<file path="config.mk">
export PLATFORM = sky130hd
export DESIGN_NAME = wvfm_lut_loader
export DESIGN_NICKNAME = d
export VERILOG_FILES = /design/src/rtl/wvfm_lut_loader.sv
export SDC_FILE = /design/constraint.sdc
export NUM_CORES = 1
export LEC_CHECK = 0
export ABC_CLOCK_PERIOD_IN_PS = 3300
export CAP_MARGIN = 5
export CELL_PAD_IN_SITES_DETAIL_PLACEMENT = 0
export CELL_PAD_IN_SITES_GLOBAL_PLACEMENT = 2
export CORE_MARGIN = 5
export CORE_UTILIZATION = 40
export CTS_BUF_LIST = sky130_fd_sc_hd__clkbuf_8
export DETAILED_ROUTE_END_ITERATION = 10
export PLACE_DENSITY = 0.71
export SETUP_SLACK_MARGIN = 0.5
export SYNTH_ARGS = -nofsm -noshare
export SYNTH_HDL_FRONTEND = slang
export SYNTH_SLANG_ARGS = --single-unit
</file>
<file path="constraint.sdc">
create_clock -name clk -period 3.3 [get_ports clk]
set_input_delay 0.825 -clock clk [delete_from_list [all_inputs] [get_ports clk]]
set_output_delay 0.825 -clock clk [all_outputs]
set_load 0.05 [all_outputs]
</file>
<file path="src/rtl/wvfm_lut_loader.sv">
`timescale 1ns/1ps
`default_nettype none
// ============================================================================
// Module      : wvfm_lut_loader
// Description : Loads the 16K x 2-bit EPD waveform lookup RAM through its
//               port A write interface.
//
//               Host words (12-bit word address, four packed 2-bit entries)
//               are queued in a small FIFO. Each word is then unpacked into
//               four RAM writes. A write is issued only in cycles where the
//               scan pipeline is not reading the LUT. The module also tracks
//               whether a complete, committed table is present in the RAM.
//
// Ports       : clk, rst        - clock and synchronous active-high reset
//               host_valid      - host word valid
//               host_ready      - FIFO can accept a word (not full)
//               host_addr[11:0] - LUT word address (LUT address[13:2])
//               host_data[7:0]  - entry k in bits [2k+1:2k]
//               host_commit     - one-cycle pulse marking end of a table load
//               lut_rd_active   - pipeline is reading the LUT this cycle
//               ram_we          - LUT port A write enable
//               ram_addr_wr     - LUT write address (14 bits)
//               ram_wr          - LUT write data (2 bits)
//               table_valid     - committed table present, no writes since
//               busy            - FIFO non-empty, unpacking or commit pending
//               wr_count        - number of RAM write cycles (wraps)
//
// Revision    : 1.0 - initial release
// ============================================================================
module wvfm_lut_loader #(
    parameter int FIFO_AW = 4
) (
    input  logic        clk,
    input  logic        rst,
    input  logic        host_valid,
    output logic        host_ready,
    input  logic [11:0] host_addr,
    input  logic [7:0]  host_data,
    input  logic        host_commit,
    input  logic        lut_rd_active,
    output logic        ram_we,
    output logic [13:0] ram_addr_wr,
    output logic [1:0]  ram_wr,
    output logic        table_valid,
    output logic        busy,
    output logic [15:0] wr_count
);

    localparam int               c_DEPTH    = 1 << FIFO_AW;
    localparam int               c_ENTRY_W  = 20;
    localparam logic [FIFO_AW:0] c_PTR_ONE  = {{FIFO_AW{1'b0}}, 1'b1};
    localparam logic [1:0]       c_LAST_SUB = 2'd3;

    typedef enum logic [0:0] {
        ST_IDLE   = 1'b0,
        ST_UNPACK = 1'b1
    } state_t;

    // ------------------------------------------------------------------------
    // Storage
    // ------------------------------------------------------------------------
    // FIFO entry layout: {word address[11:0], packed data[7:0]}
    logic [c_ENTRY_W-1:0] r_fifo_mem [c_DEPTH];
    // Pointers carry one extra wrap bit so full and empty can be told apart
    logic [FIFO_AW:0]     r_wr_ptr;
    logic [FIFO_AW:0]     r_rd_ptr;

    state_t               r_state;
    logic [11:0]          r_hold_addr;
    logic [7:0]           r_hold_data;
    logic [1:0]           r_sub;
    logic [13:0]          r_ram_addr_wr;
    logic [1:0]           r_ram_wr;
    logic                 r_commit_pending;
    logic                 r_table_valid;
    logic [15:0]          r_wr_count;

    logic                 w_empty;
    logic                 w_full;
    logic                 w_push;
    logic                 w_pop;
    logic                 w_ram_we;
    logic                 w_commit_done;
    logic [c_ENTRY_W-1:0] w_head;
    logic [1:0]           w_sub_next;
    logic [1:0]           w_next_entry;

    // ------------------------------------------------------------------------
    // FIFO status, all from registered pointers
    // ------------------------------------------------------------------------
    assign w_empty = (r_wr_ptr == r_rd_ptr);
    assign w_full  = (r_wr_ptr[FIFO_AW] != r_rd_ptr[FIFO_AW]) &&
                     (r_wr_ptr[FIFO_AW-1:0] == r_rd_ptr[FIFO_AW-1:0]);

    // A pop on a full FIFO frees a slot only after the edge, so host_ready
    // stays low in that cycle and a push can never land on a full FIFO.
    assign w_push  = host_valid && !w_full;
    // Popping is not gated by lut_rd_active: loading the hold register does
    // not touch the RAM port.
    assign w_pop   = (r_state == ST_IDLE) && !w_empty;
    assign w_head  = r_fifo_mem[r_rd_ptr[FIFO_AW-1:0]];

    // The only input-to-output combinational path: a write is withdrawn in
    // any cycle the pipeline claims the port.
    assign w_ram_we = (r_state == ST_UNPACK) && !lut_rd_active;

    // Next entry to present after a successful write
    assign w_sub_next   = r_sub + 2'd1;
    assign w_next_entry = r_hold_data[{w_sub_next, 1'b0} +: 2];

    // A word arriving on the same edge as the commit would finish keeps the
    // commit pending, so the table is never marked valid with data queued.
    assign w_commit_done = r_commit_pending && w_empty &&
                           (r_state == ST_IDLE) && !w_push;

    // ------------------------------------------------------------------------
    // FIFO storage (no reset needed: contents are qualified by the pointers)
    // ------------------------------------------------------------------------
    always_ff @(posedge clk) begin
        if (w_push) begin
            r_fifo_mem[r_wr_ptr[FIFO_AW-1:0]] <= {host_addr, host_data};
        end
    end

    // ------------------------------------------------------------------------
    // FIFO pointers
    // ------------------------------------------------------------------------
    always_ff @(posedge clk) begin
        if (rst) begin
            r_wr_ptr <= '0;
            r_rd_ptr <= '0;
        end else begin
            if (w_push) begin
                r_wr_ptr <= r_wr_ptr + c_PTR_ONE;
            end
            if (w_pop) begin
                r_rd_ptr <= r_rd_ptr + c_PTR_ONE;
            end
        end
    end

    // ------------------------------------------------------------------------
    // Unpack FSM with registered write address / data
    // ------------------------------------------------------------------------
    // ram_addr_wr / ram_wr always show the entry the next write will use, so
    // they are loaded for sub 0 on the pop and advanced after each write.
    // A stalled cycle leaves everything untouched, which is what guarantees
    // no entry is skipped or repeated.
    always_ff @(posedge clk) begin
        if (rst) begin
            r_state       <= ST_IDLE;
            r_hold_addr   <= '0;
            r_hold_data   <= '0;
            r_sub         <= '0;
            r_ram_addr_wr <= '0;
            r_ram_wr      <= '0;
        end else begin
            case (r_state)
                ST_IDLE: begin
                    if (w_pop) begin
                        r_hold_addr   <= w_head[19:8];
                        r_hold_data   <= w_head[7:0];
                        r_sub         <= 2'd0;
                        r_ram_addr_wr <= {w_head[19:8], 2'd0};
                        r_ram_wr      <= w_head[1:0];
                        r_state       <= ST_UNPACK;
                    end
                end
                ST_UNPACK: begin
                    if (!lut_rd_active) begin
                        if (r_sub == c_LAST_SUB) begin
                            r_state <= ST_IDLE;
                        end else begin
                            r_sub         <= w_sub_next;
                            r_ram_addr_wr <= {r_hold_addr, w_sub_next};
                            r_ram_wr      <= w_next_entry;
                        end
                    end
                end
                default: begin
                    r_state <= ST_IDLE;
                end
            endcase
        end
    end

    // ------------------------------------------------------------------------
    // Commit tracking and write counter
    // ------------------------------------------------------------------------
    always_ff @(posedge clk) begin
        if (rst) begin
            r_commit_pending <= 1'b0;
            r_table_valid    <= 1'b0;
            r_wr_count       <= '0;
        end else begin
            // A commit pulse that arrives while one is pending is absorbed
            if (w_commit_done) begin
                r_commit_pending <= 1'b0;
            end else if (host_commit) begin
                r_commit_pending <= 1'b1;
            end

            // Any accepted word invalidates the table on its accept edge
            if (w_push) begin
                r_table_valid <= 1'b0;
            end else if (w_commit_done) begin
                r_table_valid <= 1'b1;
            end

            if (w_ram_we) begin
                r_wr_count <= r_wr_count + 16'd1;
            end
        end
    end

    // ------------------------------------------------------------------------
    // Outputs
    // ------------------------------------------------------------------------
    assign host_ready  = !w_full;
    assign ram_we      = w_ram_we;
    assign ram_addr_wr = r_ram_addr_wr;
    assign ram_wr      = r_ram_wr;
    assign table_valid = r_table_valid;
    assign busy        = !w_empty || (r_state == ST_UNPACK) || r_commit_pending;
    assign wr_count    = r_wr_count;

endmodule
`default_nettype wire

</file>
* Yosys cells after proc, flatten, opt, wreduce, memory -nomap -nowiden *
Memory sizes are Yosys's and may differ from the RTL's. A register that Yosys moved wholly into a read port is not among the register bits.
Cells that the tools add are included.

storage, ports and cells
  bits in registers = 67
  word-level logic and storage cells = 62
  input bits = 25
  memories = 1
  output and inout port bits = 36
  bits in writable memories = 320

memories
  memory      words  bits a word  rd ports  clocked after memory_dff  write ports  line  text
  r_fifo_mem  16     20           1         1                         1            63    logic [c_ENTRY_W-1:0] r_fifo_mem [c_DEPTH];

operators by class
  multiplexer cells = 20
  reductions and logical operators = 17
  eq/ne operators = 7
  add/sub/neg operators = 4
  bitwise logic cells = 1
  shifts and indexed selects = 1

operator list
  operator               number
  $mux 14                3
  $pmux 14 s2            1
  $add 16x1->16 const B  1
  $mux 2                 6
  $add 5x1->5 const B    2
  $mux 4                 2
  $pmux 2 s2             2
  $shiftx 8x4->2         1
  $logic_and 1x1->1      7
  $ne 2x2->1 const B     3
  $eq 5x5->1             1
  $mux 1                 5
  $eq 4x4->1             1
  $logic_not 1->1        4
  $reduce_or 2->1        2
  $reduce_and 3->1       1
  $add 2x1->2 const B    1
  $eq 2x2->1 const B     1
  $logic_or 1x1->1       2
  $pmux 1 s2             1
  $reduce_and 2->1       1
  $ne 1x1->1             1
  $not 1->1              1

* Depth between registers and ports, before layout *
  depth after elaboration = 7
  gate-level depth with buffers = 8
  mapped depth without buffers = 6

* Least setup slack after synthesis *
No wires, ideal clock.

  path kind = in2reg
  from = in host_valid
  to = mem r_fifo_mem[3][0], enable pin
  stages = 2
  setup slack = 503 ps
  data required time = 2878 ps
  library setup time = 422 ps
  buffers on the path = 0
  arrival = 2375 ps
  path through = o211ai_1 nor3_1

between the ends
  cells in the longest elaborated chain, start to end = 3

ends and longest elaborated chain
  item                          line  text
  from (decl)                   35    input logic host_valid,
  $logic_and 1x1->1             97    assign w_push = host_valid && !w_full;
  $mux 1                        120   if (w_push) begin
  $mux 1 (implied by the code)  121   r_fifo_mem[r_wr_ptr[FIFO_AW-1:0]] <= {host_addr, host_data};
  to (decl)                     63

Every way passes these cells.

* Worst setup path in the final report *
  from = in lut_rd_active
  to = out ram_we

between the ends
  cells in the longest elaborated chain, start to end = 2

ends and longest elaborated chain
  item               line  text
  from (decl)        40    input logic lut_rd_active,
  $logic_not 1->1    n/a
  $logic_and 1x1->1  105   assign w_ram_we = (r_state == ST_UNPACK) && !lut_rd_active;
  to (decl)          41    output logic ram_we,

Every way passes these cells.

==> out/results.ini <==
[global_route]
grt_pass1_vias=7860
grtUsageMet3_pct=3.08
grt_pass1_wl_mm=50.1
grt_overflow_total=0
antenna_found_initial=0
grt_start_max_net_pins=38
grt_usage_pct=16.2
grtUsageMet2_pct=25.1
top_usage_layer=met2
grt_util_met1_pct=23.4

[sta]
rsz0062_at_grt=no
finalSetupViolCount=0
maxSlewViolCount=0
period_share_pct=82.2
tns_ns=0
period_needed_ns=2.71
max_slew_margin_pct=44.8
hold_viol=0
tightest_slew_ns=0.825
timing.final.ws_setup_ns=0.588
fmax_mhz=369
clock_skew_ns=0.0156

[run_status]
outcome=completed

[logic_synthesis]
synth-seq-cells=389
netlist_instances=812
ys_async_sr_fraction_pct=0
synth_simple_gate_area_share_pct=3.94
synth_xor_area_share_pct=1.50
synth_top_family_by_area=multiplexers
synth_compound_area_share_pct=5.59
yosysWarnings=0
synth_area_um2=15100
yosysSeqAreaShare_pct=73.0
muxShareOfSynthArea_pct=13.5
synthesis.nets=844
yosys.area_share.adder_pct=0.582
synth_top_flop_cell=edfxtp_1
synth-edff-count=320
synth_cell_types=44
syn_avg_cell_area_um2=18.5

[critical_path]
crit_type=in2out
end_kind=output pin
crit_path_start_kind=primary input
worstPathRequired_ns=2.47
arrival_ns=1.89
crit_fanout=5

[layout]
syn2layout_area_growth_pct=17.8
layout_common_cells=edfxtp_1, mux4_2, clkbuf_8
fillers=3132
multi_input_area_um2=3820
finish.instance_area_um2=17700
nets=975
final-seq-area_um2=11000
layout_commonest_cell=edfxtp_1
final_util_pct=47.4
drive_gt1_share_pct=24.3
antenna_cells=0

[routing]
first_iter_violations=599
ant_nets=0
first_pass_iters=5
via_per_inst=5.19
wl_mm=33.3
drc_errors=0
vias=7806
wl_per_cell_um=22.1

[floorplanning]
fp.dieH_um=204
dieWidth_um=204
ioPinCount=61
design.core.area_um2=37400
floorplan.die_area_um2=41600
start_util_pct=40.3
rows=71

[power_and_ir_drop]
max-vdd-ir-drop_uv=431
p_leak_uw=0.00582
powerDensity_nw_per_um2=730

[cts]
root_buffer=clkbuf_8
path_clk_slew_ns=0.06
cts_buffers=67
cts_sinks=389
cts_tree=yes
clock_path_buffers=3
insertion_delay_ns=0.59
h-tree-depth=3

[place]
globalplace.congestion=0.714
dp_hpwl_mm=19.4
placed_area_um2=16500
port_buffers=60
pre_cts_ws_ns=0.534

[worst_hold_path]
hold_path.class=reg2reg

[flow_run]
max-cap-violations=0

## routing by layer
| layer | vias up | wire length (um) |
|---|---|---|
| met3 | 56 | 1380 |
| met2 | 195 | 15600 |
| met4 | 0 | 712 |
| met5 | - | 0 |
| li1 | 3534 | - |
| met1 | 4021 | 15600 |
## timing repair
action                                  in CTS  in global routing
setup buffers                                2                  0
pin swaps                                    1                  1
endpoints found under the setup margin       2                  3
hold buffers                                 0                  0
hold endpoints to repair                     0                  0
resized for setup                            9                  2
## metrics by stage
step	power (uW)	instances	hold slack [ns]
3_3_place_gp	9130	1383	0.441
3_5_place_dp	9120	1383	0.448
4_1_cts	13200	1504	0.464
2_1_floorplan	8200	812	0.427
5_1_grt	13600	1504	0.476
6_report	12900	1504	0.462
## power breakdown
part	total, uW	internal (uW)	switching [uW]
clock	3940	2070	1870
sequential	5890	5600	285
combinational	3120	1460	1660
## area by class of cell
cell class / count / area share (%)
Clock buffer: 74 / 5.74
Clock inverter: 45 / 1.15
Inverter: 8 / 0.169
Multi-Input combinational cell: 370 / 21.6
Sequential cell: 389 / 62.0
Tap cell: 511 / 3.61
Timing Repair Buffer: 107 / 5.72
## worst paths after layout
kind                                     start        endpoint  slack [ns]  cells past startpoint
worst min register to register  r_hold_data[1]  r_hold_data[1]        0.46                      1
worst max-delay path             lut_rd_active          ram_we        0.59                      3
worst min-delay path            r_hold_data[1]  r_hold_data[1]        0.46                      1
worst max register to register            flop       ram_wr[0]        0.85                      6
## critical path, cell delays in order
cell and delay, ns:
clkdlybuf4s50_1 0.42, nor2b_1 0.44, buf_12 0.21
## cells in the mapped netlist (9+ instances only)
master	instances	area [um2]
a21oi_1	23	115
a22o_1	28	245
and3_1	17	106
buf_2	18	90.1
clkbuf_1	14	52.6
dfxtp_1	69	1380
edfxtp_1	320	9610
mux2i_1	10	100
mux4_2	82	1850
nand2_1	26	97.6
nor2_1	51	191
o21a_1	12	90.1
o21ai_1	14	70.1
o2bb2ai_1	20	175
xnor2_1	15	131
xor2_1	9	78.8
## state kept, by name, summed over array words and instances (netlist names), named ones only
signal,flops
ram_addr_wr,13
table_valid,1
wr_count,16
ram_wr,2
r_rd_ptr,5
r_state,1
r_hold_addr,12
r_fifo_mem,320
r_commit_pending,1
r_wr_ptr,5
r_sub,1
r_hold_data,8
## kinds of logic after synthesis
group	Yosys count
AOI/OAI and AO/OA	112
xor gates and xnor gates	25
adders and majority gates	7
buffers and inverters	53
DFF	389
muxes	99
and+or+nand+nor	127
No activity file was read; power rests on OpenSTA's default activity.
